$ cat config.mk
export PLATFORM = sky130hd
export DESIGN_NAME = gray_conv_scheduler
export DESIGN_NICKNAME = d
export VERILOG_FILES = /design/src/rtl/gray_conv_scheduler.sv
export SDC_FILE = /design/constraint.sdc
export NUM_CORES = 1
export LEC_CHECK = 0
export ABC_CLOCK_PERIOD_IN_PS = 2600
export BUFFER_PORTS_ARGS = -buffer_cell sky130_fd_sc_hd__buf_2
export CORE_UTILIZATION = 40
export DETAILED_ROUTE_END_ITERATION = 10
export GPL_ROUTABILITY_DRIVEN = 0
export PLACE_DENSITY = 0.73
export REMOVE_ABC_BUFFERS = 1
export SETUP_SLACK_MARGIN = 0.15
export SLEW_MARGIN = 30
export SYNTH_ARGS = -nofsm -noshare
export SYNTH_HDL_FRONTEND = slang
export SYNTH_SLANG_ARGS = --single-unit
$ cat constraint.sdc
create_clock -name clk -period 2.6 [get_ports clk]
set_input_delay 0.39 -clock clk [delete_from_list [all_inputs] [get_ports clk]]
set_output_delay 0.39 -clock clk [all_outputs]
set_load 0.05 [all_outputs]
$ cat src/rtl/gray_conv_scheduler.sv
// Round-robin scheduler sharing one 4-bit Gray-to-binary converter among four requesters.
// One grant per pass through IDLE -> CAPT -> CONV -> HOLD; result on a valid/ready port.
module gray_conv_scheduler #(
    parameter int unsigned N_REQ = 4,
    parameter int unsigned TAG_W = 2
) (
    input  logic               clk,
    input  logic               rst,
    input  logic [N_REQ-1:0]   req,
    input  logic [4*N_REQ-1:0] gray_in,
    output logic [N_REQ-1:0]   ack,
    output logic [3:0]         bin_out,
    output logic [TAG_W-1:0]   bin_tag,
    output logic               bin_valid,
    input  logic               bin_ready,
    output logic               busy
);

    typedef enum logic [1:0] {
        StIdle,
        StCapt,
        StConv,
        StHold
    } state_e;

    state_e             state_q, state_d;
    logic [TAG_W-1:0]   ptr_q, ptr_d;
    logic [TAG_W-1:0]   tag_q, tag_d;
    logic [3:0]         gray_q, gray_d;
    logic [N_REQ-1:0]   ack_q, ack_d;
    logic [3:0]         bin_q, bin_d;
    logic [TAG_W-1:0]   bin_tag_q, bin_tag_d;
    logic               valid_q, valid_d;

    logic               grant_valid;
    logic [TAG_W-1:0]   grant_idx;
    logic [TAG_W-1:0]   cand;

    // Each bit is the next-higher binary bit, inverted when the Gray bit is set.
    function automatic logic [3:0] g2b(input logic [3:0] g);
        logic [3:0] b;
        b[3] = g[3];
        b[2] = g[2] ? ~b[3] : b[3];
        b[1] = g[1] ? ~b[2] : b[2];
        b[0] = g[0] ? ~b[1] : b[1];
        return b;
    endfunction

    // First set request scanning upward from ptr; TAG_W-bit add wraps mod N_REQ.
    always_comb begin
        grant_valid = 1'b0;
        grant_idx   = '0;
        cand        = '0;
        for (int unsigned off = 0; off < N_REQ; off++) begin
            cand = ptr_q + TAG_W'(off);
            if (!grant_valid && req[cand]) begin
                grant_valid = 1'b1;
                grant_idx   = cand;
            end
        end
    end

    always_comb begin
        state_d   = state_q;
        ptr_d     = ptr_q;
        tag_d     = tag_q;
        gray_d    = gray_q;
        ack_d     = '0;
        bin_d     = bin_q;
        bin_tag_d = bin_tag_q;
        valid_d   = valid_q;
        unique case (state_q)
            StIdle: begin
                if (grant_valid) begin
                    gray_d           = gray_in[{grant_idx, 2'b00} +: 4];
                    tag_d            = grant_idx;
                    ack_d[grant_idx] = 1'b1;
                    ptr_d            = grant_idx + TAG_W'(1);
                    state_d          = StCapt;
                end
            end
            StCapt: begin
                bin_d     = g2b(gray_q);
                bin_tag_d = tag_q;
                valid_d   = 1'b1;
                state_d   = StConv;
            end
            StConv: begin
                state_d = StHold;
            end
            StHold: begin
                if (bin_ready) begin
                    valid_d = 1'b0;
                    state_d = StIdle;
                end
            end
            default: begin
                state_d = StIdle;
            end
        endcase
    end

    always_ff @(posedge clk or posedge rst) begin
        if (rst) begin
            state_q   <= StIdle;
            ptr_q     <= '0;
            tag_q     <= '0;
            gray_q    <= '0;
            ack_q     <= '0;
            bin_q     <= '0;
            bin_tag_q <= '0;
            valid_q   <= 1'b0;
        end else begin
            state_q   <= state_d;
            ptr_q     <= ptr_d;
            tag_q     <= tag_d;
            gray_q    <= gray_d;
            ack_q     <= ack_d;
            bin_q     <= bin_d;
            bin_tag_q <= bin_tag_d;
            valid_q   <= valid_d;
        end
    end

    assign ack       = ack_q;
    assign bin_out   = bin_q;
    assign bin_tag   = bin_tag_q;
    assign bin_valid = valid_q;
    assign busy      = (state_q != StIdle);

endmodule
## After elaboration in Yosys (flattened, before gate mapping)

Index checks and enable logic that the tools add are counted.

| storage, ports and cells | value |
|---|---|
| register bits after elaboration | 21 |
| output and inout port bits | 12 |
| word-level logic and storage cells | 68 |

| operators by class | value |
|---|---|
| muxes and demuxes | 28 |
| shift-type cells | 1 |
| $add $sub $neg | 4 |
| magnitude comparators | 6 |
| bitwise gates (word level) | 3 |
| reduce and logical (&&, ||, !) cells | 13 |
| eq/ne operators | 5 |

Operators with widths:

| cell | count |
|---|---|
| indexed part select 16 x 5 -> 4 bit | 1 |
| < comparator 2 x 3 -> 1 bit (second input constant) | 5 |
| two-way mux 1 bit | 13 |
| two-way mux 2 bit | 6 |
| binary-select mux 1 bit (select 2 bit) | 4 |
| two-way mux 4 bit | 2 |
| case mux 2 bit (4 select lines) | 1 |
| AND reduction 2 bit | 3 |
| adder 2 x 1 -> 2 bit (second input constant) | 2 |
| adder 2 bit (second input constant) | 2 |
| == test 2 bit (second input constant) | 2 |
| logical AND 1 bit | 4 |
| inequality test 2 bit (second input constant) | 2 |
| nonzero test 2 bit | 2 |
| logical NOT 1 bit | 3 |
| NOT 1 bit | 3 |
| demux 1 bit (select 2 bit) | 1 |
| == test 2 x 1 -> 1 bit (second input constant) | 1 |
| greater-or-equal comparator 2 x 1 -> 1 bit (second input constant) | 1 |
| logical NOT 2 bit | 1 |
| case mux 1 bit (2 select lines) | 1 |

## Longest topological paths before layout

Gate-level depths: netlist (run 1).

| depth | value |
|---|---|
| depth after elaboration | 18 |
| depth in mapped cells | 8 |
| depth with buffers taken out | 7 |

## Worst setup path after synthesis (run 1)

OpenSTA, ideal clock, no wires.

| path | value |
|---|---|
| path type | reg2reg |
| start point | reg state_q[0] |
| end point | reg gray_q[0] |
| data arrival time | 1.831 ns |
| library setup time | 0.077 ns |
| cell stages (with the launch flop) | 9 |
| setup slack | 0.692 ns |
| required time | 2.523 ns |
| cells stage by stage | dfrtp_1 -> inv_1 -> ha_1 -> inv_1 -> a21o_1 -> clkbuf_1 -> a41oi_1 -> a221o_1 -> o21ai_1 |

| on the way | value |
|---|---|
| cells in the longest elaborated chain, start to end | 2 |

RTL lines:

| item | line | source |
|---|---|---|
| from (decl) | 26 | `state_e state_q, state_d;` |
| from (signal assigned) | 105 | `state_q <= StIdle;` |
| from (signal assigned) | 114 | `state_q <= state_d;` |
| logical NOT 2 bit | 72 | `unique case (state_q)` |
| AND reduction 2 bit (no source line) | -- |  |
| to (signal assigned) | 117 | `gray_q <= gray_d;` |
| to (decl) | 29 | `logic [3:0] gray_q, gray_d;` |

Every way passes these cells.
A chain may end at the register's enable or synchronous reset.

## Worst setup path after layout (run 1)

| path | value |
|---|---|
| start point | reg state_q[0] |
| end point | out busy |

| on the way | value |
|---|---|
| cells in the longest elaborated chain, start to end | 1 |

RTL lines:

| item | line | source |
|---|---|---|
| nonzero test 2 bit | 129 | `assign busy = (state_q != StIdle);` |
| to (decl) | 16 | `output logic busy` |

Every way passes these cells.

==> results by group, run 1 <==
Global routing
  – Largest net degree at the start of global routing: 22
  – Total global routing overflow: 0
  – Met2 usage: 0.287
  – GRT Max-Usage Layer: met2
  – GRT Total Usage: 0.168
  – Via count of the first global-routing pass: 851
  – Met1 Use GR: 0.212
  – Initial antenna violation count: 0
  – First-pass GRT wire length: 3.61 mm
  – Met3 Track Usage GR: 0.0222

Power and ir drop
  – Pwr dens: 1350 nW/um2
  – LEAKAGE: 0.656 nW
  – Peak supply drop: 682 uV

Clock tree
  – Clock slew at reported path FFs: 110 ps
  – Clock tree from TritonCTS: done
  – CTS root buffer: clkbuf_4
  – CTS H-tree lvls: 1
  – Post-CTS Setup Repair Bufs: 0
  – Cts bufs inserted: 3
  – Post-cts resize count: 0
  – Post-CTS Hold Fix Bufs: 0
  – Clock latency on the worst-skew pair: 290 ps
  – TritonCTS Sinks: 21
  – Max clock buf depth: 2

Synth
  – Largest cells by area after synthesis: dfrtp_1 47%, ha_1 4.5%, mux2_2 4.0%
  – Ys async rst share: 1.00
  – Yosys warnings: 0
  – Syn Std Cell Area: 1110 um2
  – Synth unique cells: 33
  – Register area share after synthesis: 0.472
  – Cells after Synth: 109
  – Number of flops mapped to enable cells by yosys: 0
  – Synth top area share: 0.472
  – FF+latch count, synth: 21
  – Post-synth top area cell: dfrtp_1
  – Top FF cell, synth: dfrtp_1
  – Syn Area/Cell: 10.2 um2

Job
  – Max-capacitance violation count: 0

Final layout
  – P&R area growth vs syn: 20.0%
  – Layout cells sized above 1: 0.315
  – # diodes: 0
  – # nets final: 171

Timing
  – Total negative slack: 0 ps
  – Fin. Hold Viols: 0
  – Slew headroom: 0.500
  – Final period utilization: 0.681
  – RSZ-0062 raised after global routing: false
  – Max Slew Vio Count: 0
  – Final setup fails: 0
  – F_max: 565 MHz
  – Clock skew after layout: 5.01 ps
  – Tmin final: 1770 ps
  – Final worst slack: 829 ps
  – Worst-Margin Slew: 750 ps

Status
  – Status: complete, no violations

Route
  – DRT iter0 DRCs: 23
  – TritonRoute pass-1 iters: 4
  – Vias: 925
  – Antenna Nets Post-Route: 0
  – Final wirelength: 2.21 mm
  – Wire per inst: 12.8 um
  – Number of vias per cell: 5.35
  – Residual DRC: 0

Critical path
  – CP Data Arrival Time: 1380 ps
  – Worst-path maximum fanout: 4
  – CP Class: reg -> out
  – CP Launch Type: flip-flop
  – CP required: 2210 ps
  – Critical Path Sink Type: output pin

Die
  – # IOs: 35
  – Die area: 3000 um2
  – Die Y: 54.8 um
  – Horiz. Die Dim: 54.8 um
  – Initial Utilization: 0.438
  – Core Area: 2540 um2
  – Core Rows: 18

Placement
  – Port bufs: 34
  – HPWL after DPL: 1.76 mm
  – Worst slack at placement: 671 ps

Worst hold path
  – Min-Delay Path Class: in -> async
==> layer usage <==
layer | wire length [um] | up-vias
met5 | 0 | -
met4 | 0 | 0
met1 | 968 | 443
met3 | 104 | 0
met2 | 1140 | 25
li1 | - | 457
==> area by class of cell <==
type                    count  area (um2)
multi-input cells          77         543
inverters                   5        18.8
fillers                   254        1210
clock buffers               4        26.3
repair buffers             36         185
well taps                  30        37.5
flip-flops and latches     21         526
==> critical path, cell delays in order (launching register included) <==
cell and delay [ps]:
dfrtp_1 420, inv_1 90, ha_1 230, inv_1 90
buf_2 270
==> metrics by stage <==
step	hold WS [ps]	util	instances	cell area, um2	power, W
global route	254	0.525	173	1340	0.00195
detailed placement	469	0.515	169	1310	0.00167
floorplan	367	-	103	1090	0.00142
global placement	457	0.515	169	1310	0.00163
CTS	226	0.525	173	1340	0.00182
finish	210	0.525	173	1340	0.00180
==> Yosys cell counts (3+ instances only) <==
| cell type | n |
|---|---|
| buf_2 | 3 |
| ha_1 | 4 |
| o21ai_0 | 4 |
| nand3_1 | 4 |
| mux2_2 | 4 |
| clkbuf_1 | 3 |
| a21oi_1 | 3 |
| inv_1 | 5 |
| nand2_1 | 7 |
| xnor2_1 | 3 |
| a41oi_1 | 4 |
| dfrtp_1 | 21 |
| nor2_1 | 11 |
| nor2b_1 | 5 |
| a221o_1 | 4 |
| o21ai_1 | 4 |
| mux2i_1 | 4 |
==> flip-flops by register name, summed over array words and instances (netlist names) <==
register / flops
ack: 4
bin_out: 4
bin_tag: 2
bin_valid: 1
gray_q: 4
ptr_q: 2
state_q: 2
tag_q: 2
==> cells by family after synthesis <==
family          count (synthesis)  share of synthesized area
compound gates                 27                      0.172
flops                          21                      0.472
simple gates                   34                      0.163
fa+ha+maj                       4                     0.0449
mux                             8                     0.0764
xor+xnor                        4                     0.0315
buf+inv                        11                     0.0404
==> path summary, 6_finish.rpt <==
check                                            start                     end  slack, ps  depth (start not counted)
worst max-delay path            state_q[0]$_DFFE_PP0P_                    busy        830                          4
worst min-delay path                               rst  bin_tag[1]$_DFFE_PP0P_        210                          2
worst max register to register    ptr_q[1]$_DFFE_PP0P_   gray_q[0]$_DFFE_PP0P_        860                          4
worst min register to register    tag_q[0]$_DFFE_PP0P_    tag_q[0]$_DFFE_PP0P_        490                          2
max in group asynchronous                          rst        ack[1]$_DFF_PP0_       1920                          2
min in group clk                             bin_ready   bin_valid$_DFFE_PP0P_        300                          2
==> layout by cell type, fill, tap and decap left out, types with 2 or more instances in the layout <==
master	synthesis	layout
ha_1	4	4
buf_4	0	2
mux2i_1	4	4
dfrtp_1	21	21
o21ai_0	4	4
a21oi_1	3	3
nand3_1	4	4
inv_1	5	5
a41oi_1	4	4
nor2b_1	5	5
buf_2	3	34
a221o_1	4	4
clkbuf_4	0	3
xnor2_1	3	3
o21ai_1	4	4
nand2_1	7	7
mux2_2	4	4
nor2_1	11	11
==> power breakdown <==
part	internal, W	switching, W	total [W]
Combinational	0.000399	0.000680	0.00108
Sequential	0.000480	0.0000967	0.000577
Clock	0.0000596	0.0000862	0.000146
Total	0.000938	0.000863	0.00180
Note: power is estimated with default switching activity, not from simulation.
==> inputs of run 2 (changes only) <==
--- a/config.mk
+++ b/config.mk
@@ -5,7 +5,7 @@
 export SDC_FILE = /design/constraint.sdc
 export NUM_CORES = 1
 export LEC_CHECK = 0
-export ABC_CLOCK_PERIOD_IN_PS = 2600
+export ABC_CLOCK_PERIOD_IN_PS = 1700
 export BUFFER_PORTS_ARGS = -buffer_cell sky130_fd_sc_hd__buf_2
 export CORE_UTILIZATION = 40
 export DETAILED_ROUTE_END_ITERATION = 10
==> constraint.sdc (replaced) <==
create_clock -name clk -period 1.7 [get_ports clk]
set_input_delay 0.255 -clock clk [delete_from_list [all_inputs] [get_ports clk]]
set_output_delay 0.255 -clock clk [all_outputs]
set_load 0.05 [all_outputs]
==> run 2 against run 1 <==
Clock skew rose by 7.3 ps. First-iteration DRC count rose by 4.3%. Sequential power up 51%. Non-clock buffer count rose by 11. Hold slack got worse by 59 ps. Clock power grew 62%. Critical path depth unchanged. Power is 66% higher. Flip-flop and latch count did not move. Highest routed layer is now met4. Via count up 7.1%. Worst setup slack lost 700 ps.
==> results by group, run 2 (synthesis gave the netlist of run 1 again) <==
Timing
  – Worst-Margin Slew: 337 ps (-412 ps)
  – Hold_ws: 152 ps (-58.8 ps)
  – Fin. Hold Viols: 0 (unchanged)
  – Final period utilization: 0.923
  – Total negative slack: 0 ps (unchanged)
  – Max Slew Vio Count: 0 (unchanged)
  – Clock skew after layout: 12.3 ps (+7.28 ps)
  – Slew headroom: 0.774 (+0.274)
  – F_max: 637 MHz
  – RSZ-0062 raised after global routing: true
  – Final setup fails: 0 (unchanged)
  – Tmin final: 1570 ps

Final layout
  – Fin cells: 184 (+6.4%)
  – Commonest non-fill, non-tap cells in the layout: 33 x buf_2, 21 x dfrtp_1, 11 x nor2_1, 11 x buf_4, 7 x nand2_1
  – Most common cell after layout, fill and taps aside: buf_2
  – Sequential cell area: 526 um2 (unchanged)
  – Final Util: 0.573 (+0.0477)
  – P&R area growth vs syn: 30.9%
  – Fillcell total: 242 (-4.7%)
  – # nets final: 182 (+6.4%)
  – Multi-input logic area: 568 um2 (+4.6%)
  – # diodes: 0 (unchanged)
  – Layout cells sized above 1: 0.409 (+0.0944)

Route
  – DRT iter0 DRCs: 24 (+4.3%)
  – Final wirelength: 2.40 mm (+8.7%)
  – Number of vias per cell: 5.39 (+0.73%)
  – Residual DRC: 0 (unchanged)
  – Vias: 991 (+7.1%)
  – Antenna Nets Post-Route: 0 (unchanged)
  – Wire per inst: 13.1 um (+2.2%)
  – TritonRoute pass-1 iters: 6 (+2)

Critical path
  – Crit-path cells: or4_4 -> nand2_8 -> mux2i_1 -> o21ai_1
  – Critical Path Sink Type: flip-flop
  – R2R Setup Slk: 130 ps (-730 ps)
  – CP Class: reg -> reg
  – CP Launch Type: flip-flop
  – CP required: 1910 ps (-300 ps)
  – Worst-path maximum fanout: 7 (+3)
  – Worst path max stage delay: 620 ps (+200 ps)
  – Critical-path top delay cell: or4_4
  – Reg2reg end: gray_q[0]$_DFFE_PP0P_
  – RR Startpoint: ptr_q[1]$_DFFE_PP0P_
  – CP Data Arrival Time: 1780 ps (+400 ps)
  – Worst Reg-to-Reg Cells: 4 (unchanged)

Clock tree
  – CTS H-tree lvls: 1 (unchanged)
  – Clock slew at reported path FFs: 120 ps (about the same)
  – Cts bufs inserted: 3 (unchanged)
  – CTS root buffer: clkbuf_4
  – Max clock buf depth: 2 (unchanged)
  – Clock latency on the worst-skew pair: 310 ps (+20 ps)
  – TritonCTS Sinks: 21 (unchanged)
  – Clock tree from TritonCTS: done

Global routing
  – GRT Total Usage: 0.182 (+0.0136)
  – First-pass GRT wire length: 3.91 mm (+8.4%)
  – Largest net degree at the start of global routing: 22 (unchanged)
  – Initial antenna violation count: 0 (unchanged)
  – Total global routing overflow: 0 (unchanged)
  – Via count of the first global-routing pass: 957 (+12%)

Power and ir drop
  – Logic pwr share: 0.629 (+0.030)
  – Sw Share: 0.468 (-0.0113)
  – LEAKAGE: 0.714 nW (+9.0%)
  – Pwr dens: 2050 nW/um2 (+52%)
  – Internal: 0.00159 W (+69%)
  – Sequential fraction of design power: 0.291 (-0.029)
  – Total design power: 0.00299 W (+66%)
  – Clk pwr share: 0.079 (-0.002)
  – Peak supply drop: 1050 uV (+55%)
  – Net switching power: 0.00140 W (+62%)

Worst hold path
  – Hold path endpoint: bin_valid$_DFFE_PP0P_
  – Hold Path Cell Cnt: 2
  – Hold Startpoint: bin_ready
  – Min-Delay Path Class: in -> reg

Placement
  – HPWL after DPL: 1.87 mm (+5.9%)
  – Port bufs: 34 (unchanged)
  – Inst Count DP: 174 (+3.0%)

Die
  – Die Y: 54.8 um (unchanged)
  – Core Area: 2540 um2 (unchanged)
  – Initial Utilization: 0.438 (unchanged)
  – # IOs: 35 (unchanged)
  – Horiz. Die Dim: 54.8 um (unchanged)
  – Core Rows: 18 (unchanged)
  – Die area: 3000 um2 (unchanged)

Job
  – Max-capacitance violation count: 0 (unchanged)

Status
  – Status: complete, no violations
## run 2: power groups by stage
stage / Sequential (W) / Combinational (W) / Clock [W]
after floorplan: 0.00123 / 0.000935 / 0
after global placement: 0.000878 / 0.00166 / 0
after detailed placement: 0.000894 / 0.00170 / 0
after CTS: 0.000873 / 0.00185 / 0.000235
after global routing: 0.000897 / 0.00205 / 0.000261
final: 0.000869 / 0.00188 / 0.000237
## run 2: how the worst max path moves through the flow
stage                                      start                     to  depth (start not counted)
after floorplan           state_q[0]$_DFFE_PP0P_  gray_q[0]$_DFFE_PP0P_                          7
after global placement                    req[2]  gray_q[0]$_DFFE_PP0P_                          6
after detailed placement                  req[2]  gray_q[0]$_DFFE_PP0P_                          6
after CTS                   ptr_q[1]$_DFFE_PP0P_  gray_q[0]$_DFFE_PP0P_                          4
after global routing        ptr_q[1]$_DFFE_PP0P_  gray_q[3]$_DFFE_PP0P_                          4
final                       ptr_q[1]$_DFFE_PP0P_  gray_q[0]$_DFFE_PP0P_                          4
## run 2: layer usage
metal	track usage	vias to the layer above	share of wire
met2	0.335	41	0.52
met4	0.0769	0	0.012
met3	0.0194	6	0.045
met5	0	-	0
met1	0.207	461	0.42
li1	-	483	-
## run 2: timing repair
action,CTS,global route
gates cloned,1,0
gates resized for setup,8,3
pin swaps,1,1
setup buffers,3,1
hold buffers,1,0
endpoints found under the hold margin,21,0
endpoints found under the setup margin,11,10
## run 2: final cells by class
cell class	count	area share
well taps	30	0.0258
multi-input cells	77	0.390
clock buffers	3	0.0155
repair buffers	47	0.192
clock inverters	1	0.00343
inverters	5	0.0129
flip-flops and latches	21	0.361
## run 2: metrics by stage
step	setup slack, ps	cell area, um2
finish	130	1460
global route	91.7	1460
CTS	143	1440
detailed placement	-61.4	1350
global placement	-0.873	1350
floorplan	-182	1090
## run 2: critical path, delay by kind of cell, from the launching register on
kind / cells / cell delay, ps
mux: 1 / 190
simple gates: 2 / 740
flops: 1 / 450
compound gates: 1 / 90
